[config.mk]
export PLATFORM = sky130hd
export DESIGN_NAME = systolic_drain
export DESIGN_NICKNAME = d
export VERILOG_FILES = /design/src/rtl/systolic_pkg.sv /design/src/rtl/drain_fifo.sv /design/src/rtl/systolic_drain.sv
export SDC_FILE = /design/constraint.sdc
export NUM_CORES = 1
export LEC_CHECK = 0
export ABC_AREA = 1
export BUFFER_PORTS_ARGS = -buffer_cell sky130_fd_sc_hd__buf_2
export CAP_MARGIN = 5
export CORE_AREA = 3 3 180 164
export CTS_CLUSTER_DIAMETER = 40
export DETAILED_ROUTE_END_ITERATION = 12
export DIE_AREA = 0 0 183 167
export PLACE_DENSITY = 0.79
export SYNTH_ARGS = -nofsm -noshare
export SYNTH_HDL_FRONTEND = slang
export SYNTH_HIERARCHICAL = 1
export SYNTH_SLANG_ARGS = --single-unit
export TNS_END_PERCENT = 10
[constraint.sdc]
create_clock -name clk -period 11.76 [get_ports clk]
set_input_delay 0.588 -clock clk [delete_from_list [all_inputs] [get_ports clk]]
set_output_delay 0.588 -clock clk [all_outputs]
set_load 0.03 [all_outputs]
[src/rtl/systolic_pkg.sv]
// Shared definitions for the systolic array blocks: accumulator width, drain
// states and the sign-magnitude to two's-complement conversion.
package systolic_pkg;

   localparam int ACC_W = 16;

   typedef enum logic [1:0] {CLEAR, IDLE, SHIFT} drain_state_t;

   // Q7.8 sign-magnitude to two's complement; negative zero folds to zero.
   function automatic logic [15:0] sm_to_tc(input logic [15:0] sm);
      logic signed [15:0] mag;
      mag = signed'({1'b0, sm[14:0]});
      return sm[15] ? -mag : mag;
   endfunction

endpackage

[src/rtl/drain_fifo.sv]
// Synchronous FIFO buffering drained columns ahead of the downstream writer.
// Storage is not reset; the read port reads zero while empty.
module drain_fifo #(
   parameter int WIDTH = 8,
   parameter int DEPTH = 4
) (
   input  logic             clk,
   input  logic             rst,
   input  logic             wr_en,
   input  logic [WIDTH-1:0] wr_data,
   input  logic             rd_en,
   output logic [WIDTH-1:0] rd_data,
   output logic             full,
   output logic             empty
);

   localparam int AW = $clog2(DEPTH);

   logic [WIDTH-1:0] mem [DEPTH];
   logic [AW-1:0]    wr_ptr;
   logic [AW-1:0]    rd_ptr;
   logic [AW:0]      count;
   logic             push;
   logic             pop;

   assign full  = (count == (AW+1)'(DEPTH));
   assign empty = (count == '0);
   assign push  = wr_en && !full;
   assign pop   = rd_en && !empty;

   always_ff @(posedge clk or posedge rst) begin
      if (rst) begin
         wr_ptr <= '0;
         rd_ptr <= '0;
         count  <= '0;
      end else begin
         if (push) wr_ptr <= wr_ptr + 1'b1;
         if (pop)  rd_ptr <= rd_ptr + 1'b1;
         case ({push, pop})
            2'b10:   count <= count + 1'b1;
            2'b01:   count <= count - 1'b1;
            default: count <= count;
         endcase
      end
   end

   always_ff @(posedge clk) begin
      if (push) mem[wr_ptr] <= wr_data;
   end

   assign rd_data = empty ? '0 : mem[rd_ptr];

endmodule

[src/rtl/systolic_drain.sv]
// Drain controller: shifts accumulators out of the PE array, converts them to
// two's complement and streams one column per beat over valid/ready.
module systolic_drain
   import systolic_pkg::*;
#(
   parameter int ROWS       = 4,
   parameter int COLS       = 4,
   parameter int DATA_W     = 16,
   parameter int FIFO_DEPTH = 4,
   localparam int CW        = (COLS > 1) ? $clog2(COLS) : 1
) (
   input  logic                   clk,
   input  logic                   rst,
   input  logic                   start,
   output logic                   busy,
   output logic                   done,
   input  logic [ROWS*DATA_W-1:0] acc_in,
   output logic                   shift_out,
   output logic                   rst_output,
   output logic                   out_valid,
   input  logic                   out_ready,
   output logic [ROWS*DATA_W-1:0] out_data,
   output logic [CW-1:0]          out_col,
   output logic                   out_last
);

   localparam int DW = ROWS * ACC_W;
   localparam int FW = DW + CW + 1;

   drain_state_t      state_q;
   logic [CW-1:0]     col_q;
   logic              done_q;
   logic              clr_q;
   logic              busy_q;
   logic              last_col;
   logic              fifo_full;
   logic              fifo_empty;
   logic [DW-1:0]     conv_p0;
   logic              vld_p0;
   logic [FW-1:0]     word_p0;
   logic [FW-1:0]     fifo_rd;

   assign last_col   = (col_q == CW'(COLS - 1));
   // The array only advances when the buffer can take the column it presents.
   assign shift_out  = (state_q == SHIFT) && !fifo_full;
   assign rst_output = clr_q;
   assign busy       = busy_q;
   assign done       = done_q;

   always_ff @(posedge clk or posedge rst) begin
      if (rst) begin
         state_q <= CLEAR;
         col_q   <= '0;
         done_q  <= 1'b0;
         clr_q   <= 1'b1;
         busy_q  <= 1'b1;
      end else begin
         case (state_q)
            CLEAR: begin
               state_q <= IDLE;
               done_q  <= 1'b0;
               clr_q   <= 1'b0;
               busy_q  <= 1'b0;
            end
            IDLE: begin
               if (start) begin
                  state_q <= SHIFT;
                  col_q   <= '0;
                  busy_q  <= 1'b1;
               end
            end
            SHIFT: begin
               if (shift_out) begin
                  col_q <= col_q + 1'b1;
                  if (last_col) begin
                     state_q <= CLEAR;
                     done_q  <= 1'b1;
                     clr_q   <= 1'b1;
                  end
               end
            end
            default: begin
               state_q <= CLEAR;
               clr_q   <= 1'b1;
               busy_q  <= 1'b1;
            end
         endcase
      end
   end

   // Stage p0: convert the column at the array edge, push on the shift edge.
   always_comb begin
      conv_p0 = '0;
      for (int r = 0; r < ROWS; r++) begin
         conv_p0[r*ACC_W +: ACC_W] = sm_to_tc(acc_in[r*ACC_W +: ACC_W]);
      end
   end

   assign vld_p0  = shift_out;
   assign word_p0 = {conv_p0, col_q, last_col};

   drain_fifo #(
      .WIDTH (FW),
      .DEPTH (FIFO_DEPTH)
   ) u_fifo (
      .clk     (clk),
      .rst     (rst),
      .wr_en   (vld_p0),
      .wr_data (word_p0),
      .rd_en   (out_ready),
      .rd_data (fifo_rd),
      .full    (fifo_full),
      .empty   (fifo_empty)
   );

   assign out_valid = !fifo_empty;
   assign {out_data, out_col, out_last} = fifo_rd;

endmodule

# Word-level counts from Yosys, hierarchy flattened
# Memory sizes are Yosys's and may differ from the RTL's.
# Cells that the tools add are included.
# totals
in_bits	68
mem_bits_rw	268
mem_count	1
reg_bits	14
word_cells	65
output_inout_bits	72
# op_classes
mux	21
eq_ne	9
n_addsub	9
bitwise_logic	2
n_reduce_logical	15
# memory_table
name	depth	word_bits	read_ports	rd_clocked_by_memory_dff	wr	line	text
u_fifo.mem	4	67	1	0	1	drain_fifo.sv:19	logic [WIDTH-1:0] mem [DEPTH];
# ops
cell	n
67-bit 2-to-1 mux	1
16-bit 2-to-1 mux	4
15-bit negation with 16-bit output	4
3-bit AND reduction	4
2-bit 2-to-1 mux	5
2-bit by 1-bit adder with 2-bit output (second input constant)	3
2-bit equality test (second input constant)	3
1-bit one-hot mux with 3 select lines	2
2-bit one-hot mux with 3 select lines	1
3-bit one-hot mux with 2 select lines	1
2-bit nonzero test	3
1-bit 2-to-1 mux	5
2-bit by 1-bit equality test with 1-bit output (second input constant)	2
2-bit != test (second input constant)	2
2-bit one-hot mux with 2 select lines	1
3-bit by 1-bit adder with 3-bit output (second input constant)	1
3-bit equality test (second input constant)	1
1-bit logical AND	3
3-bit logical NOT	1
3-bit by 1-bit subtractor with 3-bit output (second input constant)	1
1-bit logical NOT	2
2-bit logical NOT	1
2-bit by 1-bit != test with 1-bit output (second input constant)	1
1-bit NOT	2
2 further kinds	2

# Depth between registers and ports, before layout
# Gate-level depths: netlist of run 1.
# depth
depth_word	6
ltp_mapped	15
ltp_nobuf	15

# By module
# Netlist of run 1, hierarchy kept.
# by_module_without_submodules
module	cells_per_inst	instances	seq_area_each_um2	area_each_um2
drain_fifo	1116	1	8222.9	11813.8
systolic_drain	392	1	177.7	2034.5

# Worst setup path before layout of run 1
# No wires, ideal clock.
# synth_timing
path_kind	reg-to-reg
startpoint	register u_fifo.count[1]
endpoint	memory u_fifo/mem[0][0] (netlist name) (enable)
arrival_time_ns	4.019
n_path_buf	0
setup_ns	0.493
path_slack_ns	7.248
path_stages_with_launch	9
synth_period_minus_slack_ns	4.512
t_required_ns	11.267
path_cell_list	dfrtp_1 -> inv_1 -> nand3_1 -> inv_1 -> inv_1 -> nand2_1 -> inv_1 -> nand2_1 -> nor2_1
# synth_via
elab_chain_len	6
# synth_rtl
element	line	text
from (decl)	drain_fifo.sv:22	logic [AW:0] count;
from (signal assigned)	drain_fifo.sv:40	2'b10: count <= count + 1'b1;
from (signal assigned)	drain_fifo.sv:41	2'b01: count <= count - 1'b1;
from (signal assigned)	drain_fifo.sv:42	default: count <= count;
3-bit equality test	drain_fifo.sv:26	assign full = (count == (AW+1)'(DEPTH));
via fifo_full	systolic_drain.sv:36	logic fifo_full;
1-bit logical NOT	systolic_drain.sv:45	assign shift_out = (state_q == SHIFT) && !fifo_full;
1-bit logical AND	systolic_drain.sv:45	
via shift_out	systolic_drain.sv:18	output logic shift_out,
1-bit logical AND	drain_fifo.sv:28	assign push = wr_en && !full;
1-bit 2-to-1 mux	drain_fifo.sv:48	if (push) mem[wr_ptr] <= wr_data;
1-bit 2-to-1 mux (implied by the code)	drain_fifo.sv:48	
to (decl)	drain_fifo.sv:19	
# The timed path passes the listed nets, and every way through them passes these cells.

# Final worst setup path of run 1
# layout_timing
startpoint	register u_fifo.rd_ptr[0]
endpoint	output out_data[15]
# layout_via
elab_chain_len	2
# layout_rtl
element	line	text
from (decl)	drain_fifo.sv:21	logic [AW-1:0] rd_ptr;
from (signal assigned)	drain_fifo.sv:38	if (pop) rd_ptr <= rd_ptr + 1'b1;
memory 4 x 67 bit	--	
67-bit 2-to-1 mux	drain_fifo.sv:51	assign rd_data = empty ? '0 : mem[rd_ptr];
to (decl)	systolic_drain.sv:22	output logic [ROWS*DATA_W-1:0] out_data,
# Every way passes these cells.

==> run_results.csv, run 1 <==
group,metric,value,unit
power_and_ir_drop,swShare,41.3,%
power_and_ir_drop,clkPwrFrac,27.7,%
global_route,antenna_found_initial,0,
cts,clkTransAtPathRegs,0.06,ns
setup_path,r2r_end,"u_fifo/mem[3][64]",
floorplanning,dieWidth,183,um
power_and_ir_drop,power_frac_comb,38.8,%
finish,diodes,0,
cts,clkLatencyLatePin,0.51,ns
cts,cts-buffers-inserted,35,
synthesis,synthArstFlopShare,4.96,%
finish,final_common_cell,"nand2_1",
synthesis,synth_seq_cells,282,
status,status,"completed",
floorplanning,rows,58,
floorplanning,die_area,0.0306,sq mm
cts,cts_hold_buffers,0,
finish,nNetsFinal,1717,
sta,final-setup-viol-count,0,
power_and_ir_drop,p_int,2.33,mW
placed_design,pre_cts_ws,8.38,ns
sta,finalClockSkew,0.0203,ns
global_route,grt_max_degree,96,
cts,clockBufferDepth,3,
synthesis,synthesis.nets,1587,
setup_path,reg2reg_from,"u_fifo/count[1]",
synthesis,synth_ff_type,"edfxtp_1",
power_and_ir_drop,total_power,3.97,mW
placed_design,hpwl,19.9,mm
global_route,gr-usage-all-layers,20.4,%
sta,worst_slack,7.83,ns
drt,dr.pass1.iters,5,
power_and_ir_drop,pwr-share-seq,33.5,%
cts,h-tree-depth,2,
setup_path,rrSetupSlack,8.52,ns
setup_path,crit_type,"flop to output port",
placed_design,portBuffers,139,
placed_design,finalWeightedCongestion,0.888,
sta,tightest_slew,1.11,ns
drt,vias_per_cell,5.05,
synthesis,synthCells,1508,
drt,num_vias,10225,
sta,hold_violations,0,
sta,fin_crit_sh,33.4,%
setup_path,start_kind,"flop",
worst_hold_path,hp-class,"input port to asynchronous set/reset pin",
synthesis,synth.avg_cell_area,9.18,sq um
power_and_ir_drop,powerDensity,248,mW/mm^2
global_route,first_global_vias,10007,
synthesis,yosysWarnings,6,
cts,post_cts_buffers,0,
cts,cts_root_buf,"clkbuf_16",
setup_path,path_max_fanout,95,
sta,grt_setup_unrepaired,"no",
sta,slew_violations,0,
flow_run,cap_viol_max_count,0,
power_and_ir_drop,switchingPower,1.64,mW
setup_path,critPathRequiredTime,11.17,ns
power_and_ir_drop,p_leak,7.47,nW
drt,final_antenna_net_count,0,
finish,final_layout_size_suffix_gt1_share,14.6,%
finish,final_cell_mix,"421 x nand2_1, 349 x inv_1, 268 x edfxtp_1, 175 x nand3_1, 139 x buf_2",
sta,fin_setup_tns,0,ns
synthesis,synth_area,0.0138,sq mm
finish,area_delta_synth_final,15.4,%
drt,first_iter_violations,824,
global_route,grt_pass1_wl,50.0,mm
cts,post_cts.resized_instances,0,
drt,drc,0,
floorplanning,core_region_area,0.0279,sq mm
cts,cts_sinks,282,
synthesis,ys_seq_area_share,60.7,%
drt,wire_per_inst,15.6,um
sta,slew_headroom,25.7,%
setup_path,rr_worst_depth,9,
synthesis,synth-edff-count,268,
drt,routed_wl,31.5,mm
floorplanning,io_pins,140,
floorplanning,start_util,49.7,%
sta,clock.fmax,254,MHz
setup_path,cp.arrival,3.35,ns
cts,cts_tree,"built",
global_route,overflow,0,
synthesis,synth_cell_type_count,28,
power_and_ir_drop,vdd_drop_max,0.173,mV
floorplanning,die_h,167,um
setup_path,cp-end-kind,"output port",
sta,period_needed,3.93,ns
## sequential cells by signal, indices dropped and copies added (netlist names)
register	cells
u_fifo/rd_ptr	2
u_fifo/wr_ptr	2
u_fifo/count	3
col_q	2
busy	1
u_fifo/mem	268
state_q	2
done	1
rst_output	1
## layout make-up
class                   instances  area [sq um]
flip-flops and latches        282          8410
fillers                      2364         11900
clock buffers                  38           908
clock inverters                25           308
repair buffers                148           763
inverters                     356          1340
multi-input cells             815          3800
well taps                     360           450
## metal layers
| metal | part of all wire, % | track usage (%) | vias to the layer above |
|---|---|---|---|
| li1 | - | - | 5007 |
| met1 | 41 | 25.5 | 4839 |
| met2 | 51 | 36.6 | 323 |
| met3 | 6.3 | 3.39 | 56 |
| met4 | 1.9 | 5.50 | 0 |
| met5 | 0 | 0 | - |
## cells by family (layout without fill, tap and decap cells)
logic type / after synthesis / after routing / synth area share [%]
AO/OA/AOI/OAI: 104 / 104 / 4.06
adder cells (fa/ha/maj): 11 / 11 / 1.05
buffers and inverters: 411 / 567 / 12.1
AND/OR/NAND/NOR: 670 / 670 / 20.3
flip-flops: 282 / 282 / 60.7
XOR/XNOR: 30 / 30 / 1.90
## worst max path at each step
stage,cells after the start,slack (ns),start,endpoint
6_report,6,7.83,u_fifo/rd_ptr[0],out_data[15]
5_1_grt,6,7.54,u_fifo/rd_ptr[0],out_data[11]
4_1_cts,6,7.82,u_fifo/rd_ptr[0],out_data[15]
3_5_place_dp,6,8.38,u_fifo/rd_ptr[0],out_data[57]
3_3_place_gp,6,8.44,u_fifo/rd_ptr[0],out_data[50]
2_1_floorplan,8,7.25,u_fifo/count[1],u_fifo/mem[0][0]
## worst max-delay path, cell delays in order (launching register included)
cell and delay (ns):
dfrtp_4 0.76, inv_4 0.48, buf_4 0.80, nand2_1 0.14, nand3_1 0.13, a21oi_1 0.11
buf_2 0.23
## power groups by stage
stage / Clock (mW) / Combinational, mW / Sequential, mW
after global placement: 0 / 1.51 / 1.34
after global routing: 1.16 / 1.68 / 1.34
after floorplan: 0 / 1.14 / 1.31
after CTS: 1.12 / 1.55 / 1.33
final: 1.10 / 1.54 / 1.33
after detailed placement: 0 / 1.54 / 1.35
## metrics by stage
| stage | hold WS (ns) | std cells | util (%) | cell area (sq um) |
|---|---|---|---|---|
| 6_report | 0.0176 | 2024 | 57.3 | 16000 |
| 5_1_grt | 0.0311 | 2024 | 57.3 | 16000 |
| 4_1_cts | 0.0166 | 2024 | 57.3 | 16000 |
| 3_5_place_dp | 0.470 | 1961 | 53.0 | 14800 |
| 3_3_place_gp | 0.467 | 1961 | 53.0 | 14800 |
| 2_1_floorplan | 0.390 | 1508 | - | 13800 |
## cells in the mapped netlist, drive strengths merged, types with 4 or more instances
cell | count | area (sq um)
a21oi | 73 | 365
buf | 40 | 280
clkbuf | 15 | 56.3
dfrtp | 12 | 300
edfxtp | 268 | 8050
ha | 10 | 125
inv | 356 | 1340
nand2 | 428 | 1620
nand3 | 175 | 876
nand3b | 7 | 52.6
nor2 | 50 | 195
nor3 | 4 | 20.0
nor4 | 4 | 25.0
o21ai | 31 | 196
xnor2 | 8 | 70.1
xor2 | 22 | 193
Power figures use the tool's default switching activity.
==> inputs of run 2 (changes only) <==
Clock period 11.76 ns to 3.65 ns, I/O delays scaled along.
==> run 2 against run 1 <==
  * Non-clock buffer count rose by 12
  * Cell count rose by 0.49%
  * Count of clock-buffer cells in the layout rose by 3
  * Die area did not move
==> run_results.csv, run 2 (synthesis gave the netlist of run 1 again) <==
group,metric,value,unit
cts,clkLatencyLatePin,0.50,ns
finish,largest_reg_flops,268,
setup_path,cp.arrival,2.84,ns
finish,area_delta_synth_final,15.9,%
setup_path,cp-startpoint,"u_fifo/rd_ptr[0]",
drt,wire_per_inst,15.3,um
drt,first_iter_violations,831,
sta,period_needed,3.03,ns
cts,clockBufferDepth,3,
sta,fin_setup_tns,0,ns
cts,cts-buffers-inserted,36,
sta,slew_violations,0,
floorplanning,start_util,49.7,%
setup_path,critPathRequiredTime,3.47,ns
global_route,grt_max_degree,92,
global_route,grt_pass1_wl,49.6,mm
drt,vias_per_cell,4.96,
setup_path,path_max_fanout,91,
setup_path,rrSetupSlack,1.18,ns
floorplanning,die_h,167,um
global_route,antenna_found_initial,1,
placed_design,portBuffers,139,
finish,seq_area,0.00841,sq mm
status,status,"completed",
cts,post_cts_buffers,0,
finish,nFillCells,2382,
finish,fin_area,0.0161,sq mm
setup_path,r2r_end,"u_fifo/count[2]",
cts,cts_root_buf,"clkbuf_16",
placed_design,finalWeightedCongestion,0.863,
sta,finalClockSkew,0.0156,ns
power_and_ir_drop,vdd_drop_max,0.693,mV
drt,final_antenna_net_count,0,
power_and_ir_drop,p_leak,7.50,nW
setup_path,start_kind,"flop",
cts,post_cts.resized_instances,0,
floorplanning,dieWidth,183,um
sta,tightest_slew,0.976,ns
sta,fin_crit_sh,82.9,%
setup_path,rr_worst_depth,14,
finish,final_common_cell,"nand2_1",
finish,finish.utilization,57.6,%
drt,dr.pass1.iters,5,
worst_hold_path,hp-class,"input port to flop",
drt,drc,0,
power_and_ir_drop,total_power,12.6,mW
cts,h-tree-depth,2,
setup_path,reg2reg_from,"u_fifo/count[1]",
sta,worst_slack,0.623,ns
finish,final_layout_size_suffix_gt1_share,14.6,%
floorplanning,io_pins,140,
placed_design,pre_cts_ws,1.19,ns
sta,grt_setup_unrepaired,"no",
sta,slew_headroom,34.9,%
finish,nNetsFinal,1730,
global_route,gr-usage-all-layers,20.2,%
power_and_ir_drop,powerDensity,788,mW/mm^2
global_route,first_global_vias,9913,
finish,final_cell_mix,"421 x nand2_1, 349 x inv_1, 268 x edfxtp_1, 175 x nand3_1, 139 x buf_2",
finish,diodes,0,
placed_design,placed_area,0.0149,sq mm
flow_run,cap_viol_max_count,0,
finish,top_regs,"u_fifo/mem: 268 flops, u_fifo/count: 3 flops",
floorplanning,rows,58,
setup_path,crit_type,"flop to output port",
sta,final-setup-viol-count,0,
floorplanning,core_region_area,0.0279,sq mm
cts,cts_sinks,282,
cts,clkTransAtPathRegs,0.06,ns
floorplanning,die_area,0.0306,sq mm
drt,routed_wl,31.1,mm
cts,cts_tree,"built",
sta,hold_violations,0,
finish,largest_register,"u_fifo/mem",
setup_path,cp-end-kind,"output port",
placed_design,hpwl,19.5,mm
setup_path,crit_end,"out_data[62]",
sta,clock.fmax,330,MHz
finish,multiInputGateArea,0.00380,sq mm
global_route,overflow,0,
drt,num_vias,10084,
[run 2: worst min-delay path by stage]
stage,start,slack [ns],cells after the start,to
6_report,acc_in[54],0.1,2,u_fifo/mem[1][57]
3_5_place_dp,rst,0.14,2,state_q[0]
4_1_cts,acc_in[54],0.08,2,u_fifo/mem[1][57]
3_3_place_gp,rst,0.13,2,col_q[1]
5_1_grt,acc_in[11],0.09,3,u_fifo/mem[0][14]
2_1_floorplan,rst,-0.02,1,col_q[0]
[run 2: area by class of cell]
type	instances	area share [%]
repair buffers	160	5.74
flip-flops and latches	282	52.4
inverters	356	8.34
clock buffers	41	5.86
clock inverters	20	1.18
multi-input cells	815	23.7
well taps	360	2.81
[run 2: timing repair]
| action | CTS | global route |
|---|---|---|
| hold endpoints to repair | 32 | 0 |
| endpoints found under the setup margin | 0 | 0 |
| hold buffers | 7 | 0 |
[run 2: where the power goes]
group          switching [mW]  total (mW)  internal (mW)
combinational            3.75        5.10           1.34
clock                    1.30        3.31           2.01
sequential              0.209        4.23           4.02
[run 2: critical path, cell delays in order, from the launching register on]
cell and delay [ns]:
dfrtp_4 0.77, buf_4 0.86, nand2_1 0.17, nand3_1 0.13, a21oi_1 0.12, buf_2 0.21
[run 2: metrics by stage]
step	hold slack, ns	std cells
floorplan	-0.0156	1508
global route	0.0876	2034
finish	0.0979	2034
global placement	0.127	1966
CTS	0.0823	2034
detailed placement	0.138	1966
[run 2: layer usage]
layer  GRT usage, %  share of wire [%]  up-vias  wire length [um]
li1               -                  -     5026                 -
met1           25.2                 41     4706             12900
met2           36.0                 51      288             15800
met3           3.34                5.4       62              1690
met4           6.42                2.3        2               725
met5              0              0.026        -                 8
==> inputs of run 3 (changes only) <==
Settings changed: ABC_AREA 1 to 0, CORE_AREA 3 3 180 164 to 3 3 169 155, DIE_AREA 0 0 183 167 to 0 0 172 158.
Clock period 3.65 ns to 3.1 ns, I/O delays scaled along.
==> run 3 against run 2 <==
  * Combinational power is 4.1% lower
  * Die area decreased by 11%
  * Global-route usage down 2.8 points
  * Synthesized cell count is 55% lower
  * Worst hold slack worse by 0.037 ns
  * Cell count decreased by 43%
  * Register-to-register slack worse by 0.56 ns
  * Clock skew shrank 0.0063 ns
  * First-iteration DRC count decreased by 38%
  * Critical path depth down 1
  * Non-clock buffer count shrank 2
  * Largest cell class unchanged
  * Largest power group is now registers
==> run_results.csv, run 3 <==
group,metric,value,unit
setup_path,crit_type,"flop to output port",
finish,final_common_cell,"edfxtp_1",
synthesis,post-synth-top-count-cell,"edfxtp_1",
drt,vias_per_cell,5.65,
drt,num_vias,6594,
global_route,gr-usage-all-layers,17.4,%
floorplanning,core_region_area,0.0243,sq mm
placed_design,finalWeightedCongestion,0.746,
synthesis,synth_ff_type,"edfxtp_1",
sta,hold_violations,0,
placed_design,pre_cts_ws,0.617,ns
finish,final_layout_size_suffix_gt1_share,33.5,%
drt,drc,0,
sta,final-setup-viol-count,0,
finish,nNetsFinal,918,
sta,finalClockSkew,0.00929,ns
synthesis,yosys-top-cells-area,"edfxtp_1 66%, mux4_2 12%, xnor2_1 3.8%",
placed_design,hpwl,14.8,mm
finish,area_delta_synth_final,19.2,%
worst_hold_path,hp-class,"input port to flop",
finish,top_regs,"u_fifo/mem: 268 flops, u_fifo/count: 3 flops",
power_and_ir_drop,powerDensity,956,mW/mm^2
floorplanning,dieWidth,172,um
power_and_ir_drop,power_frac_comb,35.2,%
sta,slew_violations,0,
cts,post_cts.resized_instances,0,
global_route,antenna_found_initial,0,
drt,wire_per_inst,19.9,um
synthesis,synth_seq_cells,282,
global_route,overflow,0,
power_and_ir_drop,clkPwrFrac,28.5,%
sta,grt_setup_unrepaired,"no",
power_and_ir_drop,p_int,9.22,mW
cts,cts-buffers-inserted,35,
floorplanning,start_util,50.1,%
global_route,grt_max_degree,70,
synthesis,synthArstFlopShare,4.96,%
cts,clkLatencyLatePin,0.49,ns
finish,largest_register,"u_fifo/mem",
power_and_ir_drop,switchingPower,4.67,mW
cts,cts_tree,"built",
cts,cts_sinks,282,
flow_run,cap_viol_max_count,0,
setup_path,critPathRequiredTime,2.94,ns
finish,diodes,0,
setup_path,cp-end-kind,"output port",
synthesis,synth-edff-count,268,
setup_path,cp.arrival,2.40,ns
synthesis,yosysWarnings,6,
finish,nFillCells,1795,
floorplanning,io_pins,140,
synthesis,synth_common_cells,"268 x edfxtp_1, 73 x and2_1, 67 x mux4_2",
placed_design,portBuffers,139,
synthesis,synth_cell_type_count,37,
power_and_ir_drop,pwr-share-seq,36.3,%
power_and_ir_drop,p_leak,4.97,nW
synthesis,synthesis.nets,762,
power_and_ir_drop,swShare,33.6,%
sta,clock.fmax,391,MHz
global_route,grt_pass1_wl,36.2,mm
sta,worst_slack,0.543,ns
power_and_ir_drop,total_power,13.9,mW
cts,clkTransAtPathRegs,0.06,ns
floorplanning,die_area,0.0272,sq mm
setup_path,start_kind,"flop",
setup_path,path_max_fanout,27,
drt,dr.pass1.iters,5,
synthesis,synth.avg_cell_area,17.9,sq um
sta,slew_headroom,57.1,%
status,status,"completed",
drt,final_antenna_net_count,0,
finish,final_cell_mix,"268 x edfxtp_1, 139 x buf_2, 69 x and2_1, 67 x mux4_2, 53 x xnor2_1",
drt,first_iter_violations,516,
sta,tightest_slew,0.637,ns
floorplanning,rows,54,
cts,cts_root_buf,"clkbuf_16",
floorplanning,die_h,158,um
synthesis,synth_top_area_cell,"edfxtp_1",
synthesis,synth_top_area_share,66.0,%
synthesis,synthCells,683,
sta,fin_crit_sh,82.5,%
global_route,first_global_vias,6608,
cts,post_cts_buffers,0,
sta,holdWs,0.0612,ns
finish,largest_reg_flops,268,
synthesis,ys_seq_area_share,68.9,%
synthesis,synth_area,0.0122,sq mm
power_and_ir_drop,vdd_drop_max,0.651,mV
cts,clockBufferDepth,3,
drt,routed_wl,23.2,mm
cts,h-tree-depth,2,
placed_design,placed_area,0.0133,sq mm
sta,period_needed,2.56,ns
finish,fin_area,0.0145,sq mm
run 3: changes by cell type after synthesis, sizes merged, moves of 17 or more:
cell / before / now
nand2: 428 / 10
inv: 356 / 19
nand3: 175 / 1
and2: 0 / 73
a21oi: 73 / 4
mux4: 0 / 67
xnor2: 8 / 53
nor2: 50 / 6
buf: 40 / 14
o31ai: 0 / 20
xor2: 22 / 3
o21ai: 31 / 13
or4: 0 / 17
run 3: cell type report:
| type | count | area [sq um] | share of cell area, % |
|---|---|---|---|
| Clock buffer | 40 | 937 | 6.45 |
| Clock inverter | 18 | 215 | 1.48 |
| Sequential cell | 282 | 8410 | 57.9 |
| Multi-Input combinational cell | 343 | 3530 | 24.3 |
| Inverter | 19 | 71.3 | 0.491 |
| Tap cell | 308 | 385 | 2.65 |
| Timing Repair Buffer | 158 | 981 | 6.75 |
run 3: through the flow:
step	utilization, %	TNS (ns)	std cells
finish	59.7	0	1168
global route	59.7	0	1168
floorplan	-	-81.18	683
detailed placement	54.7	0	1103
CTS	59.7	0	1168
global placement	54.7	0	1103
run 3: logic make-up after synthesis:
group	after synthesis	share of synthesized area, %
compound gates	61	3.57
simple gates	145	7.45
mux	70	12.6
fa+ha+maj	11	1.19
buf+inv	58	2.23
xor+xnor	56	4.02
flops	282	68.9
run 3: critical path: stages, from the launching register on:
cell	delay, ns
dfrtp_4	0.68
buf_12	0.30
mux4_2	0.53
and2_1	0.20
buf_2	0.18
run 3: worst paths after layout:
path	from	end	slack, ns	depth (start not counted)
min	acc_in[60]	u_fifo/mem[0][63]	0.06	2
min in group asynchronous	rst	done	0.15	3
min reg2reg	u_fifo/count[2]	u_fifo/count[2]	0.49	1
max reg2reg	u_fifo/count[2]	u_fifo/mem[3][63]	0.62	6
max	u_fifo/rd_ptr[0]	out_data[60]	0.54	4
max in group asynchronous	rst	rst_output	2.69	3
run 3: power by group through the flow:
stage	clock, mW	sequential, mW	combinational, mW
after floorplan	0	4.95	3.76
after detailed placement	0	5.13	4.98
after CTS	4.04	5.05	5.00
final	3.96	5.04	4.89
after global routing	4.20	5.10	5.29
after global placement	0	5.10	4.94
run 3: per-layer routing:
| layer | vias to the layer above | GRT usage (%) | share of wire, % |
|---|---|---|---|
| li1 | 3015 | - | - |
| met2 | 204 | 28.9 | 50 |
| met4 | 0 | 4.29 | 1.1 |
| met3 | 25 | 2.85 | 5.5 |
| met5 | - | 0 | 0 |
| met1 | 3350 | 24.3 | 44 |
run 3: timing repair:
item | CTS | global route
hold buffers | 7 | 0
endpoints found under the hold margin | 32 | 0
setup endpoints to repair | 0 | 0
